<file path="config.mk">
export PLATFORM = sky130hd
export DESIGN_NAME = dividend_rebuilder
export DESIGN_NICKNAME = d
export VERILOG_FILES = /design/src/rtl/dividend_rebuilder.sv
export SDC_FILE = /design/constraint.sdc
export NUM_CORES = 1
export LEC_CHECK = 0
export BUFFER_PORTS_ARGS = -buffer_cell sky130_fd_sc_hd__buf_2
export CAP_MARGIN = 5
export CORE_MARGIN = 1.5
export CORE_UTILIZATION = 42
export CTS_BUF_LIST = sky130_fd_sc_hd__clkbuf_16
export DETAILED_ROUTE_END_ITERATION = 8
export PLACE_DENSITY = 0.7
export SYNTH_ARGS = -nofsm -noshare
export SYNTH_HDL_FRONTEND = slang
export SYNTH_SLANG_ARGS = --single-unit
</file>
<file path="constraint.sdc">
create_clock -name clk -period 9.47 [get_ports clk]
set_clock_uncertainty 0.05 [all_clocks]
set_input_delay 1.4205 -clock clk [delete_from_list [all_inputs] [get_ports clk]]
set_output_delay 1.4205 -clock clk [all_outputs]
set_load 0.1 [all_outputs]
</file>
<file path="src/rtl/dividend_rebuilder.sv">
// Sequential signed shift-and-add unit: rebuilds dividend A = Q*B + R from a divider's outputs.
// Optional consistency check output err is enabled with `define DIVREBUILD_CONSIS_CHECK_EN.
module dividend_rebuilder #(
  parameter int WIDTH = 16,
  parameter int CNT_W = 5
) (
  input  logic             clk,
  input  logic             rst_n,
  input  logic             start,
  input  logic [WIDTH-1:0] Q,
  input  logic [WIDTH-1:0] B,
  input  logic [WIDTH-1:0] R,
  output logic [WIDTH-1:0] A,
  output logic             ovf,
  output logic             ready,
  output logic             done
`ifdef DIVREBUILD_CONSIS_CHECK_EN
  ,
  output logic             err
`endif
);

  // state   | meaning
  // IDLE    | waiting for start, ready high
  // CAPTURE | operands sampled every cycle while start stays high
  // LOAD    | magnitudes and product sign prepared, accumulator cleared
  // ITER    | one multiplier bit per cycle, WIDTH cycles
  // FIX     | sign applied, remainder added, A/ovf written
  // END     | done pulse, back to IDLE

  localparam int W2 = 2 * WIDTH;

  typedef enum logic [2:0] {
    S_IDLE    = 3'd0,
    S_CAPTURE = 3'd1,
    S_LOAD    = 3'd2,
    S_ITER    = 3'd3,
    S_FIX     = 3'd4,
    S_END     = 3'd5
  } state_t;

  state_t r_state;
  state_t w_next;

  logic [WIDTH-1:0] r_q;
  logic [WIDTH-1:0] r_b;
  logic [WIDTH-1:0] r_r;
  logic [WIDTH-1:0] r_mcand;
  logic [WIDTH-1:0] r_mplier;
  logic [W2-1:0]    r_acc;
  logic [CNT_W-1:0] r_cnt;
  logic             r_sgn;
  logic [WIDTH-1:0] r_a;
  logic             r_ovf;

  logic [WIDTH-1:0] w_abs_q;
  logic [WIDTH-1:0] w_abs_b;
  logic [W2-1:0]    w_addend;
  logic [W2-1:0]    w_prod;
  logic [W2-1:0]    w_sum;
  logic [WIDTH:0]   w_top;
  logic             w_ovf;
  logic             w_last_iter;

  // Unsigned magnitudes: the most negative value maps cleanly to 2^(WIDTH-1).
  assign w_abs_q     = r_q[WIDTH-1] ? (~r_q + WIDTH'(1)) : r_q;
  assign w_abs_b     = r_b[WIDTH-1] ? (~r_b + WIDTH'(1)) : r_b;
  assign w_addend    = {{WIDTH{1'b0}}, r_mcand} << r_cnt;
  assign w_prod      = r_sgn ? (~r_acc + W2'(1)) : r_acc;
  assign w_sum       = w_prod + {{WIDTH{r_r[WIDTH-1]}}, r_r};
  assign w_top       = w_sum[W2-1:WIDTH-1];
  assign w_ovf       = ~((&w_top) | (~|w_top));
  assign w_last_iter = (r_cnt == CNT_W'(WIDTH - 1));

  always_ff @(posedge clk or negedge rst_n) begin
    if (!rst_n) begin
      r_state <= S_IDLE;
    end else begin
      r_state <= w_next;
    end
  end

  always_comb begin
    w_next = r_state;
    case (r_state)
      S_IDLE:    if (start) w_next = S_CAPTURE;
      S_CAPTURE: if (!start) w_next = S_LOAD;
      S_LOAD:    w_next = S_ITER;
      S_ITER:    if (w_last_iter) w_next = S_FIX;
      S_FIX:     w_next = S_END;
      S_END:     w_next = S_IDLE;
      default:   w_next = S_IDLE;
    endcase
  end

  assign ready = (r_state == S_IDLE) || (r_state == S_END);
  assign done  = (r_state == S_END);
  assign A     = r_a;
  assign ovf   = r_ovf;

  always_ff @(posedge clk or negedge rst_n) begin
    if (!rst_n) begin
      r_q      <= '0;
      r_b      <= '0;
      r_r      <= '0;
      r_mcand  <= '0;
      r_mplier <= '0;
      r_acc    <= '0;
      r_cnt    <= '0;
      r_sgn    <= 1'b0;
      r_a      <= '0;
      r_ovf    <= 1'b0;
    end else begin
      case (r_state)
        S_CAPTURE: begin
          r_q <= Q;
          r_b <= B;
          r_r <= R;
        end
        S_LOAD: begin
          r_mcand  <= w_abs_b;
          r_mplier <= w_abs_q;
          r_acc    <= '0;
          r_cnt    <= '0;
          r_sgn    <= r_q[WIDTH-1] ^ r_b[WIDTH-1];
        end
        S_ITER: begin
          if (r_mplier[0]) r_acc <= r_acc + w_addend;
          r_mplier <= r_mplier >> 1;
          r_cnt    <= r_cnt + CNT_W'(1);
        end
        S_FIX: begin
          r_a   <= w_sum[WIDTH-1:0];
          r_ovf <= w_ovf;
        end
        default: ;
      endcase
    end
  end

`ifdef DIVREBUILD_CONSIS_CHECK_EN
  logic [WIDTH-1:0] w_abs_r;
  logic             w_err;
  logic             r_err;

  // A triple is impossible from a truncating divider if the remainder is too large,
  // disagrees in sign with the dividend, or the dividend itself cannot be represented.
  assign w_abs_r = r_r[WIDTH-1] ? (~r_r + WIDTH'(1)) : r_r;
  assign w_err   = ((w_abs_r >= w_abs_b) && (r_b != '0))
                || ((r_r != '0) && (r_r[WIDTH-1] != w_sum[WIDTH-1]))
                || w_ovf;

  always_ff @(posedge clk or negedge rst_n) begin
    if (!rst_n) begin
      r_err <= 1'b0;
    end else if (r_state == S_FIX) begin
      r_err <= w_err;
    end
  end

  assign err = r_err;
`endif

endmodule

</file>
==> reports/metrics.yaml, run 1 <==
met1_length_mm: 13.2
clkSlewWorstSetupHoldPaths_ns: 0.06
r2r-end: "ovf$_DFFE_PN0P_"
cts_sinks: 138
cts.hold.buffers_added: 0
ys.flop_type: "dfrtp_1"
setup_viol: 0
antenna_left: 0
fmax_mhz: 195
initial_core_util_pct: 42.6
diodes: 0
syn_area_sq_mm: 0.0114
rows: 60
cts_made_buffers: 17
synthArstFlopShare_pct: 100
met3_length_mm: 1.15
wl_met2_mm: 12.6
hold_viol: 0
crit_type: "reg2reg"
ys_warn_count: 0
cts-root-buf: "clkbuf_16"
reg2reg_depth: 17
drv_cap: 0
dieArea_sq_mm: 0.0282
setup_tns_ns: 0
die_y_um: 168
tightest_slew_ns: 1.03
firstDrtPassIters: 5
hpwl_mm: 21.0
routed_wl_mm: 27.9
drive_gt1_share_pct: 13.7
period_share_pct: 54.3
cp_max_fo: 6
final_util_pct: 46.8
mostFrequentLayoutCells: "o21ai_0 (149), nand2_1 (148), dfrtp_1 (138), nor2_1 (82), a21oi_1 (77)"
grt_pass1_wl_mm: 47.0
dr.first_iter.drc_count: 643
postCtsResizedCells: 0
worstSetupStartpoint: "r_acc[5]$_DFFE_PN0P_"
worstPathCellList: "or4_4 -> or4_1 -> or3_1 -> nor2_1 -> nand3b_1 -> o21ai_0 -> xnor2_1 -> ha_1 -> o21ai_0 -> a21oi_1 -> o2111a_1 -> a211oi_1 -> a21o_1 -> o2111ai_1 -> or4_1 -> and4bb_1 -> nor3_1"
area_delta_synth_final_pct: 10.0
die_w_um: 168
grt_pass1_vias: 9578
synth.distinct_cells: 73
post_cts_buffers: 0
nets: 1499
cts_tree: "built"
syn_inst: 1356
synth-edff-count: 0
top_layer: "met4"
layout_commonest_cell: "o21ai_0"
core_sq_mm: 0.0268
period_minus_slack_ns: 5.14
endpoint_kind: "register"
syn_nets: 1477
worst_slack_ns: 4.33
yosysSeqAreaShare_pct: 30.3
reg2reg_from: "r_acc[5]$_DFFE_PN0P_"
required_ns: 9.73
ys_ff_latch: 138
status: "completed"
placement.io_buffers: 69
rsz0062_at_grt: "false"
grt_remaining_overflow: 0
ios: 70
max_slew_margin_pct: 31.1
worstSetupEndpoint: "ovf$_DFFE_PN0P_"
syn_area_per_cell_sq_um: 8.42
holdCritPathClass: "reg2reg"
regToRegSetupSlack_ns: 4.33
clk_latency_ns: 0.43
worstPathArrival_ns: 5.40
vias: 10024
max_stage_delay_ns: 0.57
critPathSlowestCell: "or4_4"
drc_errors: 0
grt_max_degree: 77
antenna_found_initial: 0
cts_buffer_depth: 2
place_congestion: 0.920
grt.total_usage_pct: 20.5
slew_viol_final: 0
wl_per_cell_um: 16.1
dp_slack_ns: 4.36
htree_num_levels: 4
fillCellCount: 2533
viasPerCell: 5.79
crit_path_start_kind: "register"
-- Yosys cell counts (all sizes together) (14+ instances only) --
| cell type | count | area share [%] |
|---|---|---|
| mux2i | 24 | 2.1 |
| or4 | 16 | 1.2 |
| nand2 | 148 | 4.9 |
| o21ai | 150 | 6.6 |
| nor2 | 83 | 2.7 |
| o31ai | 19 | 1.2 |
| mux2 | 59 | 5.8 |
| xor2 | 50 | 3.8 |
| xnor2 | 48 | 3.7 |
| a21oi | 77 | 3.4 |
| clkbuf | 66 | 2.2 |
| inv | 30 | 0.99 |
| ha | 68 | 7.5 |
| or3 | 25 | 1.4 |
| a21o | 35 | 2.3 |
| nand2b | 17 | 0.93 |
| dfrtp | 138 | 30 |
| o211ai | 14 | 0.92 |
| nand3 | 54 | 2.4 |
| and3 | 20 | 1.1 |
| nor3 | 20 | 0.88 |
-- cell type report --
type / instances / area (sq um) / share of cell area, %
clock inverters: 14 / 148 / 1.18
clock buffers: 17 / 425 / 3.39
flip-flops and latches: 138 / 3450 / 27.5
repair buffers: 76 / 404 / 3.22
well taps: 341 / 427 / 3.40
inverters: 30 / 113 / 0.897
multi-input cells: 1115 / 7590 / 60.4
-- cell families after synthesis --
group                    share of synthesized area, %
AO/OA/AOI/OAI                                    22.9
XOR/XNOR                                         7.52
multiplexers                                     8.52
buffers and inverters                            3.40
adder cells (fa/ha/maj)                          7.81
flip-flops                                       30.3
AND/OR/NAND/NOR                                  19.6
-- flip-flops by register name, indices dropped and copies added (netlist names) --
| register | flops |
|---|---|
| r_mplier | 16 |
| r_sgn | 1 |
| A | 16 |
| ovf | 1 |
| r_state | 3 |
| r_r | 16 |
| r_mcand | 16 |
| r_b | 16 |
| r_acc | 32 |
| r_q | 16 |
| r_cnt | 5 |
-- worst min path at each step --
stage	slack [ns]	startpoint	end	cells after the start
floorplan	0.40	r_mplier[1]$_DFFE_PN0P_	r_mplier[1]$_DFFE_PN0P_	2
global placement	0.41	A[12]$_DFFE_PN0P_	A[12]$_DFFE_PN0P_	2
detailed placement	0.41	A[0]$_DFFE_PN0P_	A[0]$_DFFE_PN0P_	2
CTS	0.43	A[0]$_DFFE_PN0P_	A[0]$_DFFE_PN0P_	2
global route	0.46	A[9]$_DFFE_PN0P_	A[9]$_DFFE_PN0P_	2
finish	0.43	A[12]$_DFFE_PN0P_	A[12]$_DFFE_PN0P_	2
-- through the flow --
step,hold slack (ns),area [sq um],cells
final,0.428,12600,1731
after global routing,0.457,12600,1731
after CTS,0.428,12600,1731
after detailed placement,0.411,12000,1700
after global placement,0.409,12000,1700
after floorplan,0.400,11400,1356
-- layer usage --
layer  up-vias  GRT usage (%)
met3        57           3.36
met4         0           8.85
met2       261           33.2
met1      4654           27.1
met5         -              0
li1       5052              -
-- worst max-delay path, delay by kind of cell (launching register included) --
family	cells	cell delay, ns
AO/OA/AOI/OAI	7	1.46
XOR/XNOR	1	0.14
AND/OR/NAND/NOR	8	2.60
flip-flops	1	0.43
adder cells (fa/ha/maj)	1	0.31
Power of run 1 is left out: the tool's default activity adds up to more than one toggle a clock period on the data nets, which glitch-free logic cannot reach.
==> inputs of run 2 (changes only) <==
==> constraint.sdc (replaced) <==
create_clock -name clk -period 5.11 [get_ports clk]
set_clock_uncertainty 0.05 [all_clocks]
set_input_delay 0.7665 -clock clk [delete_from_list [all_inputs] [get_ports clk]]
set_output_delay 0.7665 -clock clk [all_outputs]
set_load 0.1 [all_outputs]
==> run 2 against run 1 <==
Effect of this change:
- maximum frequency up 4.2%
- sequential share of layout area fell by 0.49 points
- first-iteration DRC count decreased by 7.5%
- largest cell class unchanged
- setup slack got worse by 4.2 ns
- design area grew 1.8%
- critical path depth shrank 3
==> reports/metrics.yaml, run 2 (same netlist as run 1, synthesis figures left out) <==
cp_top_family: "simple AND/OR/NAND/NOR gates"  # unchanged
grt.total_usage_pct: 20.6  # was 20.5%
max_stage_delay_ns: 0.55  # was 0.57 ns
grt_max_degree: 64  # was 77
diodes: 0  # unchanged
routed_wl_mm: 28.3  # was 27.9 mm
cp.depth: 14  # was 17
htree_num_levels: 4  # unchanged
drv_cap: 0  # unchanged
cts_buffer_depth: 2  # unchanged
endpoint_kind: "register"  # unchanged
ios: 70  # unchanged
critPathSlowestCell: "or4_4"  # unchanged
mostFrequentLayoutCells: "nand2_1 (148), o21ai_0 (147), dfrtp_1 (137), nor2_1 (82), a21oi_1 (77)"  # was o21ai_0 (149), nand2_1 (148), dfrtp_1 (138), nor2_1 (82), a21oi_1 (77)
grt_remaining_overflow: 0  # unchanged
hold_viol: 0  # unchanged
viasPerCell: 5.74  # was 5.79
setup_viol: 0  # unchanged
crit_path_start_kind: "register"  # unchanged
vias: 10083  # was 10024
cts_sinks: 138  # unchanged
dieArea_sq_mm: 0.0282  # unchanged
cts_made_buffers: 17  # unchanged
reg2reg_depth: 14  # was 17
worstPathCellList: "or4_4 -> or4_4 -> o41ai_1 -> xnor2_1 -> ha_1 -> nand3_1 -> o211ai_1 -> o21ai_0 -> o21ai_0 -> o41ai_1 -> xnor2_1 -> or4_1 -> nor4_1 -> nor3_1"  # was or4_4 -> or4_1 -> or3_1 -> nor2_1 -> nand3b_1 -> o21ai_0 -> xnor2_1 -> ha_1 -> o21ai_0 -> a21oi_1 -> o2111a_1 -> a211oi_1 -> a21o_1 -> o2111ai_1 -> or4_1 -> and4bb_1 -> nor3_1
setup_tns_ns: 0  # unchanged
dr.first_iter.drc_count: 595  # was 643
drive_gt1_share_pct: 15.7  # was 13.7%
slew_viol_final: 0  # unchanged
die_w_um: 168  # unchanged
largest_reg_flops: 32  # unchanged
reg2reg_from: "r_acc[5]$_DFFE_PN0P_"  # unchanged
tightest_slew_ns: 1.03  # about the same
cts_tree: "built"  # unchanged
fillCellCount: 2574  # was 2533
clkSlewWorstSetupHoldPaths_ns: 0.06  # about the same
core_sq_mm: 0.0268  # unchanged
cts-root-buf: "clkbuf_16"  # unchanged
layout_commonest_cell: "nand2_1"  # was o21ai_0
holdCritPathClass: "in2async"  # was reg2reg
rsz0062_at_grt: "false"  # unchanged
period_share_pct: 96.5  # was 54.3%
die_y_um: 168  # unchanged
grt_pass1_vias: 9456  # was 9578
period_minus_slack_ns: 4.93  # was 5.14 ns
hpwl_mm: 21.8  # was 21.0 mm
status: "completed"  # unchanged
placement.io_buffers: 69  # unchanged
area_delta_synth_final_pct: 12.0  # was 10.0%
rows: 60  # unchanged
worstPathArrival_ns: 5.19  # was 5.40 ns
cp_max_fo: 8  # was 6
worstSetupStartpoint: "r_acc[5]$_DFFE_PN0P_"  # unchanged
drc_errors: 0  # unchanged
cts.hold.buffers_added: 0  # unchanged
crit_type: "reg2reg"  # unchanged
place_congestion: 0.896  # was 0.920
wl_per_cell_um: 16.1  # about the same
max_slew_margin_pct: 31.4  # was 31.1%
initial_core_util_pct: 42.6  # unchanged
path_buf_inv: 0  # unchanged
antenna_found_initial: 0  # unchanged
clk_latency_ns: 0.44  # was 0.43 ns
required_ns: 5.37  # was 9.73 ns
largest-register: "r_acc"  # unchanged
antenna_left: 0  # unchanged
nets: 1524  # was 1499
firstDrtPassIters: 5  # unchanged
grt_pass1_wl_mm: 47.4  # was 47.0 mm
fmax_mhz: 203  # was 195 MHz
## run 2: cell types whose count changed in the layout (fill, tap and decap cells not counted), moves of 2 or more
cell,before,now
o21ai_1,1,3
buf_4,7,32
o21ai_0,149,147
a211oi_2,0,2
a211oi_1,13,11
inv_8,0,2
## run 2: layer usage
metal  track usage (%)  share of wire [%]  vias to the layer above
li1                  -                  -                     5092
met1              27.4                 48                     4740
met2              34.4                 47                      220
met3              3.24                3.7                       31
met4              6.62                2.0                        0
met5                 0                  0                        -
## run 2: cell type report
type	instances	area, sq um	share of cell area, %
Clock inverter	15	165	1.29
Timing Repair Buffer	101	592	4.63
Tap cell	341	427	3.34
Multi-Input combinational cell	1115	7610	59.5
Clock buffer	17	425	3.33
Inverter	30	113	0.881
Sequential cell	138	3450	27.0
## run 2: metrics by stage
stage / setup slack [ns] / util, % / cell area, sq um / hold slack, ns / instances
after global placement: 0.154 / 45.4 / 12200 / 0.410 / 1725
after CTS: 0.0201 / 47.6 / 12800 / 0.272 / 1757
final: 0.179 / 47.7 / 12800 / 0.264 / 1757
after floorplan: 0.403 / - / 11400 / 0.400 / 1356
after detailed placement: 0.0384 / 45.4 / 12200 / 0.412 / 1725
after global routing: 0.00423 / 47.7 / 12800 / 0.308 / 1757
## run 2: worst reg2reg max path, cell delays in order, from the launching register on
cell      delay [ns]
dfrtp_1         0.38
or4_4           0.55
or4_4           0.53
o41ai_1         0.32
xnor2_1         0.19
ha_1            0.36
nand3_1         0.20
o211ai_1        0.17
o21ai_0         0.31
o21ai_0         0.18
o41ai_1         0.54
xnor2_1         0.18
or4_1           0.52
nor4_1          0.27
nor3_1          0.07
## run 2: timing repair
item	CTS	global route
setup endpoints to repair	0	2
setup buffers	0	0
hold endpoints to repair	0	0
resized for setup	0	10
## run 2: path summary, 6_finish.rpt
| kind | slack [ns] | end |
|---|---|---|
| worst max-delay path | 0.18 | ovf$_DFFE_PN0P_ |
| worst min-delay path | 0.26 | A[1]$_DFFE_PN0P_ |
| worst max register to register | 0.18 | ovf$_DFFE_PN0P_ |
| worst min register to register | 0.42 | A[1]$_DFFE_PN0P_ |
| max in group asynchronous | 3.72 | r_cnt[0]$_DFFE_PN0P_ |
| min in group clk | 0.42 | A[1]$_DFFE_PN0P_ |
Power of run 2 is left out for the same reason.
